**config.mk**
```make
export PLATFORM = sky130hd
export DESIGN_NAME = branch_predict_unit
export DESIGN_NICKNAME = d
export VERILOG_FILES = /design/src/rtl/branch_predict_unit.sv
export SDC_FILE = /design/constraint.sdc
export NUM_CORES = 1
export LEC_CHECK = 0
export CAP_MARGIN = 20
export CORE_MARGIN = 8
export CORE_UTILIZATION = 40
export DETAILED_ROUTE_END_ITERATION = 16
export PLACE_DENSITY = 0.83
export REMOVE_ABC_BUFFERS = 1
export SLEW_MARGIN = 20
export SYNTH_ARGS = -nofsm -noshare
export SYNTH_HDL_FRONTEND = slang
export SYNTH_SLANG_ARGS = --single-unit
```
**constraint.sdc**
```tcl
create_clock -name clk -period 4.1 [get_ports clk]
set_clock_uncertainty 0.1 [all_clocks]
set_input_delay 0.41 -clock clk [delete_from_list [all_inputs] [get_ports clk]]
set_output_delay 0.41 -clock clk [all_outputs]
set_load 0.05 [all_outputs]
```
**src/rtl/branch_predict_unit.sv**
```systemverilog
// Branch resolution for RV32 conditional branches and jal/jalr, plus a direct-mapped
// table of 2-bit saturating counters for fetch-stage prediction. Optional statistics: BRANCH_STATS_EN.
module branch_predict_unit #(
  parameter int         XLEN      = 32,
  parameter int         BHT_IDX_W = 4,
  parameter logic [1:0] CTR_INIT  = 2'b01
) (
  input  logic            clk,
  input  logic            rst,
  input  logic [XLEN-1:0] fetch_pc,
  output logic            pred_taken,
  input  logic            resolve_valid,
  input  logic [XLEN-1:0] resolve_pc,
  input  logic [2:0]      func3,
  input  logic            branch,
  input  logic            jal,
  input  logic            jalr,
  input  logic [XLEN-1:0] rs1_data,
  input  logic [XLEN-1:0] rs2_data,
  input  logic            pred_was_taken,
  output logic            pc_src,
  output logic            mispredict
`ifdef BRANCH_STATS_EN
  ,
  output logic [31:0]     branch_count,
  output logic [31:0]     mispredict_count
`endif
);

  localparam int BHT_ENTRIES = 1 << BHT_IDX_W;

  logic [1:0]           bht_r [BHT_ENTRIES];
  logic [BHT_IDX_W-1:0] fetch_idx_s;
  logic [BHT_IDX_W-1:0] resolve_idx_s;
  logic                 eq_s;
  logic                 lt_s;
  logic                 ltu_s;
  logic                 cond_s;
  logic                 taken_s;
  logic                 valid_f3_s;
  logic                 cond_br_s;
  logic                 update_s;
  logic                 mispredict_next_s;
  logic [1:0]           ctr_cur_s;
  logic [1:0]           ctr_next_s;
  logic                 unused_s;

  // Word-aligned PCs: the two low bits never select an entry.
  assign fetch_idx_s   = fetch_pc[BHT_IDX_W+1:2];
  assign resolve_idx_s = resolve_pc[BHT_IDX_W+1:2];
  assign unused_s      = ^{fetch_pc[XLEN-1:BHT_IDX_W+2], fetch_pc[1:0],
                           resolve_pc[XLEN-1:BHT_IDX_W+2], resolve_pc[1:0]};

  assign eq_s  = (rs1_data == rs2_data);
  assign lt_s  = ($signed(rs1_data) < $signed(rs2_data));
  assign ltu_s = (rs1_data < rs2_data);

  // Branch condition decode from funct3
  always_comb begin
    cond_s = 1'b0;
    case (func3)
      3'd0:    cond_s = eq_s;
      3'd1:    cond_s = !eq_s;
      3'd4:    cond_s = lt_s;
      3'd5:    cond_s = !lt_s;
      3'd6:    cond_s = ltu_s;
      3'd7:    cond_s = !ltu_s;
      default: cond_s = 1'b0;
    endcase
  end

  assign valid_f3_s        = (func3 != 3'd2) && (func3 != 3'd3);
  assign taken_s           = resolve_valid & branch & cond_s;
  assign cond_br_s         = resolve_valid & branch & !jal & !jalr;
  assign update_s          = cond_br_s & valid_f3_s;
  assign mispredict_next_s = cond_br_s & (taken_s != pred_was_taken);

  assign pc_src     = resolve_valid & (jal | jalr | taken_s);
  assign pred_taken = bht_r[fetch_idx_s][1];
  assign ctr_cur_s  = bht_r[resolve_idx_s];

  // Saturating counter step for the resolving entry
  always_comb begin
    ctr_next_s = ctr_cur_s;
    if (taken_s) begin
      if (ctr_cur_s != 2'b11) ctr_next_s = ctr_cur_s + 2'd1;
      else                    ctr_next_s = ctr_cur_s;
    end else begin
      if (ctr_cur_s != 2'b00) ctr_next_s = ctr_cur_s - 2'd1;
      else                    ctr_next_s = ctr_cur_s;
    end
  end

  // Counter table and registered misprediction pulse; reset wins over an update
  always_ff @(posedge clk) begin
    if (rst) begin
      for (int i = 0; i < BHT_ENTRIES; i++) bht_r[i] <= CTR_INIT;
      mispredict <= 1'b0;
    end else begin
      if (update_s) bht_r[resolve_idx_s] <= ctr_next_s;
      mispredict <= mispredict_next_s;
    end
  end

`ifdef BRANCH_STATS_EN
  // Free-running event counters, wrapping at 2^32
  always_ff @(posedge clk) begin
    if (rst) begin
      branch_count     <= 32'd0;
      mispredict_count <= 32'd0;
    end else begin
      if (update_s)          branch_count     <= branch_count + 32'd1;
      if (mispredict_next_s) mispredict_count <= mispredict_count + 32'd1;
    end
  end
`endif

endmodule
```
==> results of run 1 <==
## synth_stat cells, types with 7 or more instances
master    number  area, um2
a21boi_0       7       52.6
nand2_1       28        105
inv_1         35        131
nand3_1       14       70.1
edfxtp_1      32        961
nor2_1        15       56.3
a21oi_1       23        115
nand4_1        7       43.8
nand2b_1      14       87.6
ha_1          32        400
mux4_2        15        338
or2_2          7       43.8
## flip-flops by register name, summed over array words and instances, names as in the netlist
signal,flops
bht_r,32
mispredict,1
## per-stage QoR
stage               cells  hold WS, ps  instance area (um2)
floorplan             279          497                 2810
global placement      466         1050                 3810
detailed placement    466         1110                 3810
CTS                   474          815                 3910
global route          474          890                 3910
finish                474          812                 3910
## layout make-up
cell class	count	share of cell area (%)
Tap cell	99	3.17
Multi-Input combinational cell	211	43.5
Inverter	35	3.36
Clock buffer	8	2.31
Timing Repair Buffer	88	22.6
Sequential cell	33	25.1
## power by group
group | switching (uW) | leakage [uW] | total (uW) | internal [uW]
Sequential | 3.52 | 0.000295 | 380 | 376
Clock | 113 | 0.0000455 | 250 | 137
Combinational | 112 | 0.00115 | 251 | 139
## worst max-delay path by stage
stage | from | cells past startpoint | slack [ps] | endpoint
after global routing | rs2_data[14] | 11 | 100 | pc_src
final | rs2_data[14] | 11 | 230 | pc_src
after floorplan | rs2_data[14] | 9 | 850 | pc_src
after global placement | rs2_data[14] | 11 | 290 | pc_src
after detailed placement | rs2_data[14] | 11 | 260 | pc_src
after CTS | rs2_data[14] | 11 | 250 | pc_src
## logic make-up (layout without fill, tap and decap cells)
family | count (synthesis) | in the layout | share of synthesized area, %
AOI/OAI and AO/OA | 54 | 54 | 13.4
muxes | 15 | 15 | 11.8
buffers and inverters | 44 | 131 | 6.22
DFF | 33 | 33 | 34.3
adders and majority gates | 32 | 32 | 14.0
and+or+nand+nor | 109 | 109 | 19.9
xor gates and xnor gates | 1 | 1 | 0.307
## metal layers
metal  share of wire [%]  GRT usage, %
met5                   0             0
met4                 2.0          5.12
met3                 7.4          3.73
met2                  51          26.4
met1                  40          17.5
## worst min-delay path, cell delays in order
cell and delay [ps]:
clkdlybuf4s50_1 430, o21ai_0 90, and4b_1 220
==> flow_summary.toml, run 1 <==
[sta]
max_freq_mhz = 258
fin_crit_ps = 3870
slew_viol_final = 0
hold_viol_final = 0
final.setup.worst_slack_ps = 230
worst_pin_slew_ps = 964
fin_tns_setup_ps = 0
rsz0062_at_grt = "false"
min_period_over_period_pct = 94.4
setup_viol = 0
maxSlewHeadroom_pct = 35.2

[setup_path]
slowest_delay_ps = 460
crit_slowest_cell = "clkdlybuf4s50_1"
critPathCaptureType = "output port"
arrival_ps = 3360
critPathTopFamily = "compound AO/OA/AOI/OAI gates"
path_cells = "clkdlybuf4s50_1, inv_1, ha_1, a21oi_1, nand2_1, a221o_1, o31a_1, o31a_2, a21oi_1, o41a_1, buf_12"
worstPathMaxFanout = 5
r2r-end = "bht_r[10][1]"
crit_top_cell = "a21oi_1"
crit-reg2reg-launch = "bht_r[2][1]"
r2r_slack_ps = 1550
worstPathRequired_ps = 3590
r2r_cells = 4
path_class = "in -> out"
startpoint_type = "input port"
worst-path-buf-inv = 3

[cells_and_area]
multiInputGateArea_um2 = 1700
mostFrequentLayoutCells = "83 x clkdlybuf4s50_1, 35 x inv_1, 32 x ha_1, 32 x edfxtp_1, 28 x nand2_1"
fin_nets = 544
area_growth_pct = 36.7
seqCellArea_um2 = 981
final_util_pct = 55.0
drive_above_1_share_pct = 10.9
final_common_cell = "clkdlybuf4s50_1"
nFillCells = 616
antenna_cells = 0

[hold_path]
whs_path_depth = 3
hold_class = "in -> reg"
min_to = "mispredict"
min-delay-start = "pred_was_taken"

[clock_network]
cts_buffers = 5
clockBufferDepth = 2
cts_resized = 0
hold_buffers = 0
root_buffer = "clkbuf_8"
h-tree-depth = 2
clock_sinks = 33
clock_latency_ps = 290
cts_tree = "done"
path_clk_slew_ps = 60
cts_setup_buffers = 0

[floorplanning]
start_util_pct = 40.2
die_height_um = 101
die_x_um = 101
die_area_um2 = 10100
coreArea_um2 = 7100
ioPinCount = 141
rows = 31

[synth]
synthCells = 288
async_flop_share_pct = 0
ys_seq_elements = 33
synth_ff_type = "edfxtp_1"
ys_seq_area_share_pct = 34.3
ys_types = 45
ys.warnings.count = 0
syn-mean-instance-area_um2 = 9.92
synth-edff-count = 32
synth.cell_area_um2 = 2860

[placement]
post-place-ws_ps = 259
place_congestion = 0.812
io_buffer_count = 84
dp_hpwl_mm = 6.09

[route]
drc_errors = 0
antenna_left = 0
firstDrtPassIters = 4
wl_per_cell_um = 15.4
drt_first_iter_violations = 177
viasPerCell = 5.26
drt_wl_total_mm = 7.29
vias = 2493

[grt]
grt_use_total_pct = 15.1
grt_max_degree = 18
grt-ovfl-total = 0
antenna_found_initial = 0
grt_pass1_wl_mm = 12.1
grt_pass1_vias = 2624

[pwr]
p_per_area_nw_per_um2 = 225
ir_drop_mv = 0.0991
power.leakage_uw = 0.00149
finalPower_uw = 880

[outcome]
status = "finished clean"

[flow_run]
cap_violations = 0
(Power assumes the default switching activity.)
==> inputs of run 2 (changes only) <==
- CORE_UTILIZATION: 40 -> 25
- PLACE_DENSITY: 0.83 -> 0.57
- SLEW_MARGIN: 20 -> not set
==> run 2 against run 1 <==
Sequential cell count did not move; sequential share of layout area shrank 0.83 points; register-to-register slack better by 20 ps; combinational power increased by 2%; fmax about the same; hold slack lost 67 ps; largest cell class unchanged.
==> flow_summary.toml, run 2 (same netlist as run 1, synthesis figures left out) <==
[setup_path]
path_class = "in -> out"
slowest_delay_ps = 450
worstPathRequired_ps = 3590
arrival_ps = 3360
path_cells = "clkdlybuf4s50_1, inv_1, ha_1, a21oi_1, nand2_1, a221o_1, o31a_1, o31a_2, a21oi_1, o41a_1, buf_12"
crit_top_cell = "a21oi_1"
critPathCaptureType = "output port"
startpoint_type = "input port"
worstPathMaxFanout = 5
crit_slowest_cell = "clkdlybuf4s50_1"

[clock_network]
cts_setup_buffers = 0
clockBufferDepth = 2
hold_buffers = 0
cts_buffers = 5
clock_latency_ps = 280
cts_resized = 0
path_clk_slew_ps = 50
root_buffer = "clkbuf_16"
clock_sinks = 33
cts_tree = "done"
h-tree-depth = 2

[floorplanning]
die_x_um = 123
die_height_um = 123
rows = 39
coreArea_um2 = 11300
ioPinCount = 141
start_util_pct = 25.3
die_area_um2 = 15100

[sta]
slew_viol_final = 0
min_period_over_period_pct = 94.3
worst_pin_slew_ps = 653
max_freq_mhz = 259
fin_tns_setup_ps = 0
setup_viol = 0
fin_crit_ps = 3870
maxSlewHeadroom_pct = 56.1
rsz0062_at_grt = "false"
hold_viol_final = 0

[route]
viasPerCell = 4.81
drc_errors = 0
vias = 2510
firstDrtPassIters = 4
drt_first_iter_violations = 95
drt_wl_total_mm = 7.86
wl_per_cell_um = 15.0
antenna_left = 0

[placement]
dpl.cell_count = 514
io_buffer_count = 84
place_congestion = 0.761
dp_hpwl_mm = 6.50

[grt]
grt_pass1_vias = 2667
grt_max_degree = 18
grt_use_total_pct = 10.6
grt_pass1_wl_mm = 12.7
grt-ovfl-total = 0
antenna_found_initial = 0

[cells_and_area]
mostFrequentLayoutCells = "83 x clkdlybuf4s50_1, 35 x inv_1, 32 x ha_1, 32 x edfxtp_1, 28 x nand2_1"
final_common_cell = "clkdlybuf4s50_1"
nFillCells = 1117
top_regs = "bht_r x32, mispredict x1"
largest_reg_flops = 32
final_cells = 522
antenna_cells = 0
fin_nets = 548
drive_above_1_share_pct = 12.1
area_growth_pct = 41.4
regMostFlops = "bht_r"

[outcome]
status = "finished clean"

[pwr]
p_per_area_nw_per_um2 = 246
power.leakage_uw = 0.00153
ir_drop_mv = 0.136

[hold_path]
hold_class = "in -> reg"

[flow_run]
cap_violations = 0
## run 2: cell type report
type                       count  area (um2)  area share, %
timing repair buffer          92         911           22.6
tap                          143         179           4.43
multi-input combinational    211        1700           42.0
inverter                      35         131           3.25
clock buffer                   6         129           3.19
sequential                    33         981           24.3
clock inverter                 2        10.0          0.248
## run 2: report_power, final
part           internal, uW  switching, uW
sequential              377           3.51
clock                   222            132
combinational           143            114
## run 2: final timing paths
| kind | start | end | slack, ps | depth (start not counted) |
|---|---|---|---|---|
| max | rs2_data[14] | pc_src | 230 | 11 |
| max reg2reg | bht_r[7][1] | bht_r[11][0] | 1570 | 6 |
| min reg2reg | bht_r[8][0] | bht_r[2][1] | 1180 | 5 |
| min | pred_was_taken | mispredict | 750 | 3 |
## run 2: per-stage QoR
step | cell area (um2) | worst slack [ps] | hold WS, ps | total power (uW) | util [%]
global route | 4040 | 1.39 | 799 | 1040 | 35.8
finish | 4040 | 232 | 745 | 992 | 35.8
detailed placement | 3900 | 246 | 1030 | 647 | 34.6
global placement | 3900 | 262 | 996 | 641 | 34.6
CTS | 4040 | 249 | 734 | 1000 | 35.8
floorplan | 2810 | 851 | 497 | 508 | -
## run 2: per-layer routing
layer  wire (um)  share of wire [%]  up-vias  GRT usage [%]
li1            -                  -     1244              -
met1        3120                 40     1189           12.0
met2        4190                 53       66           19.6
met3         423                5.4       11           2.28
met4         114                1.5        0           2.51
met5           0                  0        -              0
## run 2: worst max-delay path: cells and delay by family
family,cells,cell delay (ps)
AOI/OAI and AO/OA,6,1930
adders and majority gates,1,310
buffers and inverters,3,640
and+or+nand+nor,1,70
==> inputs of run 3 (changes only) <==
- ABC_AREA: not set -> 1
- PLACE_DENSITY: 0.57 -> 0.56
- RECOVER_POWER: not set -> 50
==> run 3 against run 2 <==
Synthesized cell count increased by 36%; sequential share of layout area decreased by 0.75 points; via count increased by 12%; core utilization decreased by 0.99 points; critical path depth decreased by 5; sequential power about the same; hold slack got worse by 68 ps; clock power increased by 18%; worst setup slack improved by 590 ps.
==> flow_summary.toml, run 3 <==
[floorplanning]
die_area_um2 = 16000
coreArea_um2 = 12000
die_x_um = 126
rows = 40
start_util_pct = 25.4
ioPinCount = 141
die_height_um = 126

[hold_path]
hold_class = "in -> reg"

[cells_and_area]
regMostFlops = "bht_r"
final_cells = 622
area_growth_pct = 37.0
antenna_cells = 0
mostFrequentLayoutCells = "81 x clkdlybuf4s50_1, 76 x inv_1, 72 x nand2_1, 42 x nor2_1, 42 x nand3_1"
final_common_cell = "clkdlybuf4s50_1"
fin_nets = 644
drive_above_1_share_pct = 7.58
top_regs = "bht_r x32, mispredict x1"
final_cell_area_um2 = 4170
largest_reg_flops = 32
nFillCells = 1242

[grt]
grt_use_total_pct = 10.4
grt-ovfl-total = 0
grt_pass1_vias = 2992
grt_max_degree = 17
antenna_found_initial = 0
grt_pass1_wl_mm = 13.8

[pwr]
p_per_area_nw_per_um2 = 260
ir_drop_mv = 0.294
power.leakage_uw = 0.00173

[sta]
maxSlewHeadroom_pct = 55.8
hold_viol_final = 0
worst_pin_slew_ps = 661
slew_viol_final = 0
setup_viol = 0
min_period_over_period_pct = 79.9
fin_crit_ps = 3280
max_freq_mhz = 305
rsz0062_at_grt = "false"
fin_tns_setup_ps = 0

[setup_path]
arrival_ps = 2770
path_class = "in -> out"
critPathCaptureType = "output port"
worstPathMaxFanout = 12
startpoint_type = "input port"
worstPathRequired_ps = 3590

[synth]
synth_area_leaders = "edfxtp_1 32%, ha_1 13%, inv_1 9.4%"
yosysMostFrequentCell = "inv_1"
syn-mean-instance-area_um2 = 7.78
synth-edff-count = 32
synth_common_cells = "76 x inv_1, 72 x nand2_1, 42 x nand3_1"
ys.warnings.count = 0
ys_types = 37
synth.cell_area_um2 = 3040
ys_seq_elements = 33
yosysTopAreaCell = "edfxtp_1"
synth_ff_type = "edfxtp_1"
ys_seq_area_share_pct = 32.2
async_flop_share_pct = 0
synthCells = 391
synth_top_area_share_pct = 31.6

[flow_run]
cap_violations = 0

[placement]
io_buffer_count = 84
placed_area_um2 = 4010
dp_hpwl_mm = 6.78
dpl.cell_count = 614
place_congestion = 0.820

[route]
highest_layer = "met4"
drt_first_iter_violations = 107
viasPerCell = 4.53
antenna_left = 0
wl_met2_mm = 4.06
wl_per_cell_um = 13.2
drc_errors = 0
met3_length_um = 383
vias = 2817
wl_met1_mm = 3.68
firstDrtPassIters = 6
drt_wl_total_mm = 8.18

[clock_network]
cts_setup_buffers = 0
cts_resized = 0
h-tree-depth = 2
cts_buffers = 5
clock_sinks = 33
clockBufferDepth = 2
cts_tree = "done"
clock_latency_ps = 270
hold_buffers = 0
path_clk_slew_ps = 50
root_buffer = "clkbuf_16"

[outcome]
status = "finished clean"
-- run 3: cell types whose count changed after synthesis, moves of 6 or more --
cell      delta
nand2_2      +6
nor2_1      +26
a21boi_0     -6
nand2_1     +44
nand3_1     +28
inv_1       +41
mux4_2      -15
a22oi_1      +7
a21oi_1      -7
or2_2        -7
nand2b_1    -14
nor2_4      +13
-- run 3: worst max-delay path, cell delays in order --
cell and delay [ps]:
clkdlybuf4s50_1 820, mux2i_1 160, o21ai_0 250, nor2_1 70, o31ai_1 210, clkdlybuf4s50_1 850
-- run 3: per-stage QoR --
stage	total power (uW)	util (%)	setup WS (ps)	hold WS, ps
floorplan	546	-	827	442
global placement	671	33.5	759	944
detailed placement	677	33.5	782	957
CTS	1090	34.9	782	675
global route	1140	34.8	653	689
finish	1080	34.8	822	677
-- run 3: cell type report --
| cell class | instances | area [um2] | share of cell area, % |
|---|---|---|---|
| well taps | 147 | 184 | 4.41 |
| clock inverters | 2 | 33.8 | 0.811 |
| inverters | 79 | 302 | 7.24 |
| multi-input cells | 271 | 1700 | 40.8 |
| clock buffers | 6 | 129 | 3.09 |
| repair buffers | 84 | 838 | 20.1 |
| flip-flops and latches | 33 | 981 | 23.5 |
-- run 3: worst paths after layout --
path	endpoint	slack, ps	startpoint	cells after the start
max	pred_taken	820	fetch_pc[2]	6
min	mispredict	680	pred_was_taken	3
max reg2reg	bht_r[9][0]	1970	bht_r[12][1]	6
min reg2reg	bht_r[12][0]	1090	bht_r[4][1]	6
-- run 3: cell families after synthesis --
| group | count (synthesis) | share of synthesized area (%) |
|---|---|---|
| flops | 33 | 32.2 |
| buf+inv | 87 | 11.8 |
| fa+ha+maj | 32 | 13.2 |
| mux | 4 | 1.32 |
| simple gates | 185 | 30.0 |
| compound gates | 50 | 11.5 |
-- run 3: where the power goes --
part / internal, uW / switching, uW
combinational: 135 / 153
sequential: 375 / 3.19
clock: 285 / 133
-- run 3: per-layer routing --
layer	vias up	GRT usage (%)
li1	1452	-
met3	6	2.14
met4	0	2.19
met5	-	0
met1	1291	12.4
met2	68	19.0
==> patch 1: new RTL, flow settings as in run 3 <==
Change the parameter `BHT_IDX_W` from 4 to 3.
--- a/src/rtl/branch_predict_unit.sv
+++ b/src/rtl/branch_predict_unit.sv
@@ -3,5 +3,5 @@
 module branch_predict_unit #(
   parameter int         XLEN      = 32,
-  parameter int         BHT_IDX_W = 4,
+  parameter int         BHT_IDX_W = 3,
   parameter logic [1:0] CTR_INIT  = 2'b01
 ) (
Function: changed (Yosys sat finds a counterexample within 4 cycles, from zero or initial values and one cycle with rst high).
==> patch 1 against run 3 <==
  * Wire length is 35% lower
  * Hold slack better by 0.054 ns
  * Combinational power is 25% lower
  * Largest cell class unchanged
  * Maximum frequency is 3.2% higher
  * Area after synthesis is 35% lower
  * Critical path type unchanged
  * Sequential cell count is 16 lower
  * Total power is 50% lower
  * Cell area is 29% lower
  * Clock power is 70% lower
  * Worst setup slack better by 0.10 ns
==> patch 1: results (changes against run 3) <==
* Total GRT Usage at 9.66% (was 10.4%)
* Fraction of layout cells with a size suffix above 1 at 5.59% (was 7.58%)
* Slew @ Worst Pin at 0.502 ns (was 0.661 ns)
* Non-Filler Instances at 478 (was 622)
* Status: finished, final reports clean (unchanged)
* CP arrival at 2.66 ns (was 2.77 ns)
* Slowest stage delay, CP at 0.45 ns (was 0.85 ns)
* Pre-Repair DR Iteration Count at 4 (was 6)
* Crit path capture: pc_src (was pred_taken)
* Number of synthesized flops with an enable pin at 16 (was 32)
* Post_cts resized at 0 (unchanged)
* Worst-path fanout max at 4 (was 12)
* Unique masters post-synth at 26 (was 37)
* Detail Placement HPWL at 4.68 mm (was 6.78 mm)
* Ranking of synthesized cells by area: edfxtp_1 24%, ha_1 20%, inv_1 13% (was edfxtp_1 32%, ha_1 13%, inv_1 9.4%)
* Initial drt markers at 42 (was 107)
* Worst-skew pair later-pin latency at 0.25 ns (was 0.27 ns)
* # fillers at 816 (was 1242)
* Vias per Instance at 4.30 (was 4.53)
* Largest delay share family, worst path: simple AND/OR/NAND/NOR gates (was buffers and inverters)
* Sequential fraction of the synthesis area at 25.3% (was 32.2%)
* H-tree depth at 1 (was 2)
* Nets@finish at 547 (was 644)
* Top-area cell type share of the netlist area at 24.3% (was 31.6%)
* Placed Cells at 474 (was 614)
* Worst ir drop on vdd at 86.7 uV (was 294 uV)
* Synthesized area per cell at 6.79 um2 (was 7.78 um2)
* RR Startpoint: bht_r[2][1]$_SDFFCE_PN0P_ (was bht_r[12][1]$_SDFFCE_PN0P_)
* Routability Congestion at 0.777 (was 0.820)
* Clk slew on worst S/H paths at 0.07 ns (was 0.05 ns)
* Setup bufs post-CTS at 0 (unchanged)
* RR Endpoint: bht_r[4][0]$_SDFFCE_PN1P_ (was bht_r[9][0]$_SDFFCE_PN1P_)
* List of most frequent post-synthesis cells: 66 x inv_1, 58 x nand2_1, 34 x nor2_1, 32 x ha_1, 19 x a21oi_1 (was 76 x inv_1, 72 x nand2_1, 42 x nand3_1, 41 x nor2_1)
* Clk Tree Root Cell: clkbuf_8 (was clkbuf_16)
* First-pass GRT wire length at 9.09 mm (was 13.8 mm)
* PortBufs at 82 (was 84)
* Top flop regs: bht_r x16, mispredict x1 (was bht_r x32, mispredict x1)
* Vias in the first global route at 2089 (was 2992)
-- patch 1: final cells by class --
class	instances	area share [%]
clock buffer	4	1.52
tap	102	4.31
inverter	67	8.50
timing repair buffer	82	27.7
multi-input combinational	206	41.1
sequential	17	16.9
-- patch 1: worst min path at each step --
stage	startpoint	endpoint	slack, ns	cells past startpoint
2_1_floorplan	pred_was_taken	mispredict$_SDFF_PP0_	0.50	3
3_3_place_gp	bht_r[1][0]$_SDFFCE_PN1P_	bht_r[7][1]$_SDFFCE_PN0P_	0.87	5
3_5_place_dp	bht_r[1][0]$_SDFFCE_PN1P_	bht_r[0][1]$_SDFFCE_PN0P_	0.88	5
4_1_cts	pred_was_taken	mispredict$_SDFF_PP0_	0.74	5
5_1_grt	pred_was_taken	mispredict$_SDFF_PP0_	0.81	5
6_report	pred_was_taken	mispredict$_SDFF_PP0_	0.73	5
-- patch 1: cell families (layout without fill, tap and decap cells) --
group	count (synthesis)	after routing	synth area share, %
DFF	17	17	25.3
and+or+nand+nor	131	131	29.1
AOI/OAI and AO/OA	43	43	12.3
adders and majority gates	32	32	20.3
buffers and inverters	68	153	13.0
-- patch 1: stage by stage --
step	cell area [um2]	setup slack, ns	util, %	total power [mW]
floorplan	1970	0.870	-	0.310
global placement	2920	0.972	37.9	0.416
detailed placement	2920	0.926	37.9	0.419
CTS	2960	0.910	38.5	0.543
global route	2960	0.640	38.5	0.576
finish	2960	0.925	38.5	0.539
-- patch 1: metal layers --
metal	wire [um]	up-vias	GRT usage, %
met2	2680	48	17.3
met4	0	0	2.14
met1	2310	904	11.1
met3	330	0	2.64
met5	0	-	0
li1	-	1102	-
-- patch 1: report_power, final --
part           leakage (nW)  total [mW]  switching [mW]  internal, mW
Clock                0.0228       0.126          0.0571        0.0689
Combinational          1.20       0.218           0.102         0.116
Sequential            0.152       0.195         0.00162         0.193
-- patch 1: tightest hold or removal path: cells and delay by family --
family,cells,cell delay (ns)
buf+inv,2,0.49
simple gates,3,0.13
==> patch 2: new RTL, flow settings as in run 3 <==
Made on the original files. Register the input `resolve_pc` before use, cleared by the reset. The logic sees it one clock later. The other inputs are not delayed to match.
--- a/src/rtl/branch_predict_unit.sv
+++ b/src/rtl/branch_predict_unit.sv
@@ -30,4 +30,14 @@
   localparam int BHT_ENTRIES = 1 << BHT_IDX_W;
 
+  logic [XLEN-1:0] resolve_pc_q;
+
+  always_ff @(posedge clk) begin
+    if (rst) begin
+      resolve_pc_q <= '0;
+    end else begin
+      resolve_pc_q <= resolve_pc;
+    end
+  end
+
   logic [1:0]           bht_r [BHT_ENTRIES];
   logic [BHT_IDX_W-1:0] fetch_idx_s;
@@ -48,7 +58,7 @@
   // Word-aligned PCs: the two low bits never select an entry.
   assign fetch_idx_s   = fetch_pc[BHT_IDX_W+1:2];
-  assign resolve_idx_s = resolve_pc[BHT_IDX_W+1:2];
+  assign resolve_idx_s = resolve_pc_q[BHT_IDX_W+1:2];
   assign unused_s      = ^{fetch_pc[XLEN-1:BHT_IDX_W+2], fetch_pc[1:0],
-                           resolve_pc[XLEN-1:BHT_IDX_W+2], resolve_pc[1:0]};
+                           resolve_pc_q[XLEN-1:BHT_IDX_W+2], resolve_pc_q[1:0]};
 
   assign eq_s  = (rs1_data == rs2_data);
Check against the original RTL: not equivalent (a bounded check fails within 4 cycles, from zero or initial values and one cycle with rst high).
==> patch 2 against run 3 <==
  * Area after synthesis is 3.1% higher
  * Total power is 7.4% higher
  * Critical path depth is 8 higher
  * Sequential cell count is 4 higher
  * Combinational power is 1% higher
  * Synthesized cell count is 1.5% higher
  * Sequential power is 12% higher
  * Wire length is 0.97% lower
  * Worst setup slack worse by 0.038 ns
  * Cell area is 3.5% higher
  * Register-to-register slack worse by 0.19 ns
  * First-iteration DRC count is 8.4% higher
==> patch 2: results (changes against run 3) <==
* Status: finished, final reports clean (unchanged)
* Total GRT Usage at 10.1% (was 10.4%)
* Adder-Cell Fraction of Synth Area at 12.8% (was 13.2%)
* Worst ir drop on vdd at 302 uV (was 294 uV)
* Flop+latch power at 0.422 mW (was 0.378 mW)
* Met2 wire length at 4.17 mm (was 4.06 mm)
* Ranking of synthesized cells by area: edfxtp_1 31%, ha_1 13%, inv_1 9.6% (was edfxtp_1 32%, ha_1 13%, inv_1 9.4%)
* Cells after Synth at 397 (was 391)
* Pleak at 1.85 nW (was 1.73 nW)
* Slowest stage delay, CP at 0.46 ns (was 0.85 ns)
* Hold endpoint: resolve_pc_q[5]$_SDFF_PP0_ (was mispredict$_SDFF_PP0_)
* Launch point of the worst path: rs2_data[31] (was fetch_pc[2])
* Vias in the first global route at 2899 (was 2992)
* Reg2Reg Depth at 9 (was 6)
* Sequential fraction of the synthesis area at 33.8% (was 32.2%)
* Placed Area at 4150 um2 (was 4010 um2)
* Sequential Power Share at 36.2% (was 34.9%)
* Tcrit/Tclk final at 80.9% (was 79.9%)
* # fillers at 1323 (was 1242)
* R2R Setup Slk at 1.78 ns (was 1.97 ns)
* P_comb at 0.293 mW (was 0.289 mW)
* RR Endpoint: bht_r[13][0]$_SDFFCE_PN1P_ (was bht_r[9][0]$_SDFFCE_PN1P_)
* CP arrival at 2.81 ns (was 2.77 ns)
* Multiplexer share of the synthesized area at 1.28% (was 1.32%)
* Top flop regs: bht_r x32, resolve_pc_q x4, mispredict x1 (was bht_r x32, mispredict x1)
* Detail Placement HPWL at 6.64 mm (was 6.78 mm)
* Largest delay share family, worst path: compound AO/OA/AOI/OAI gates (was buffers and inverters)
* Met3 Wirelength at 441 um (was 383 um)
* Crit path capture: pc_src (was pred_taken)
## patch 2: changes by cell type after synthesis, moves of 3 or more
| cell | change |
|---|---|
| o211ai_1 | -5 |
| nand3_1 | -16 |
| o21ai_0 | +3 |
| dfxtp_1 | +4 |
| inv_1 | +4 |
| nor2_2 | +3 |
| a21oi_1 | +3 |
| nand2_1 | +5 |
| a22oi_1 | +8 |
| inv_2 | +3 |
## patch 2: cell type report
type / instances / area, um2 / area share (%)
flip-flops and latches: 37 / 1060 / 24.6
well taps: 172 / 215 / 4.99
clock buffers: 6 / 139 / 3.22
inverters: 84 / 315 / 7.31
multi-input cells: 271 / 1710 / 39.6
repair buffers: 84 / 838 / 19.4
clock inverters: 2 / 37.5 / 0.870
## patch 2: metal layers
metal / vias to the layer above / global-route usage (%)
li1: 1463 / -
met1: 1277 / 11.2
met2: 70 / 19.2
met3: 6 / 2.16
met4: 0 / 2.03
met5: - / 0
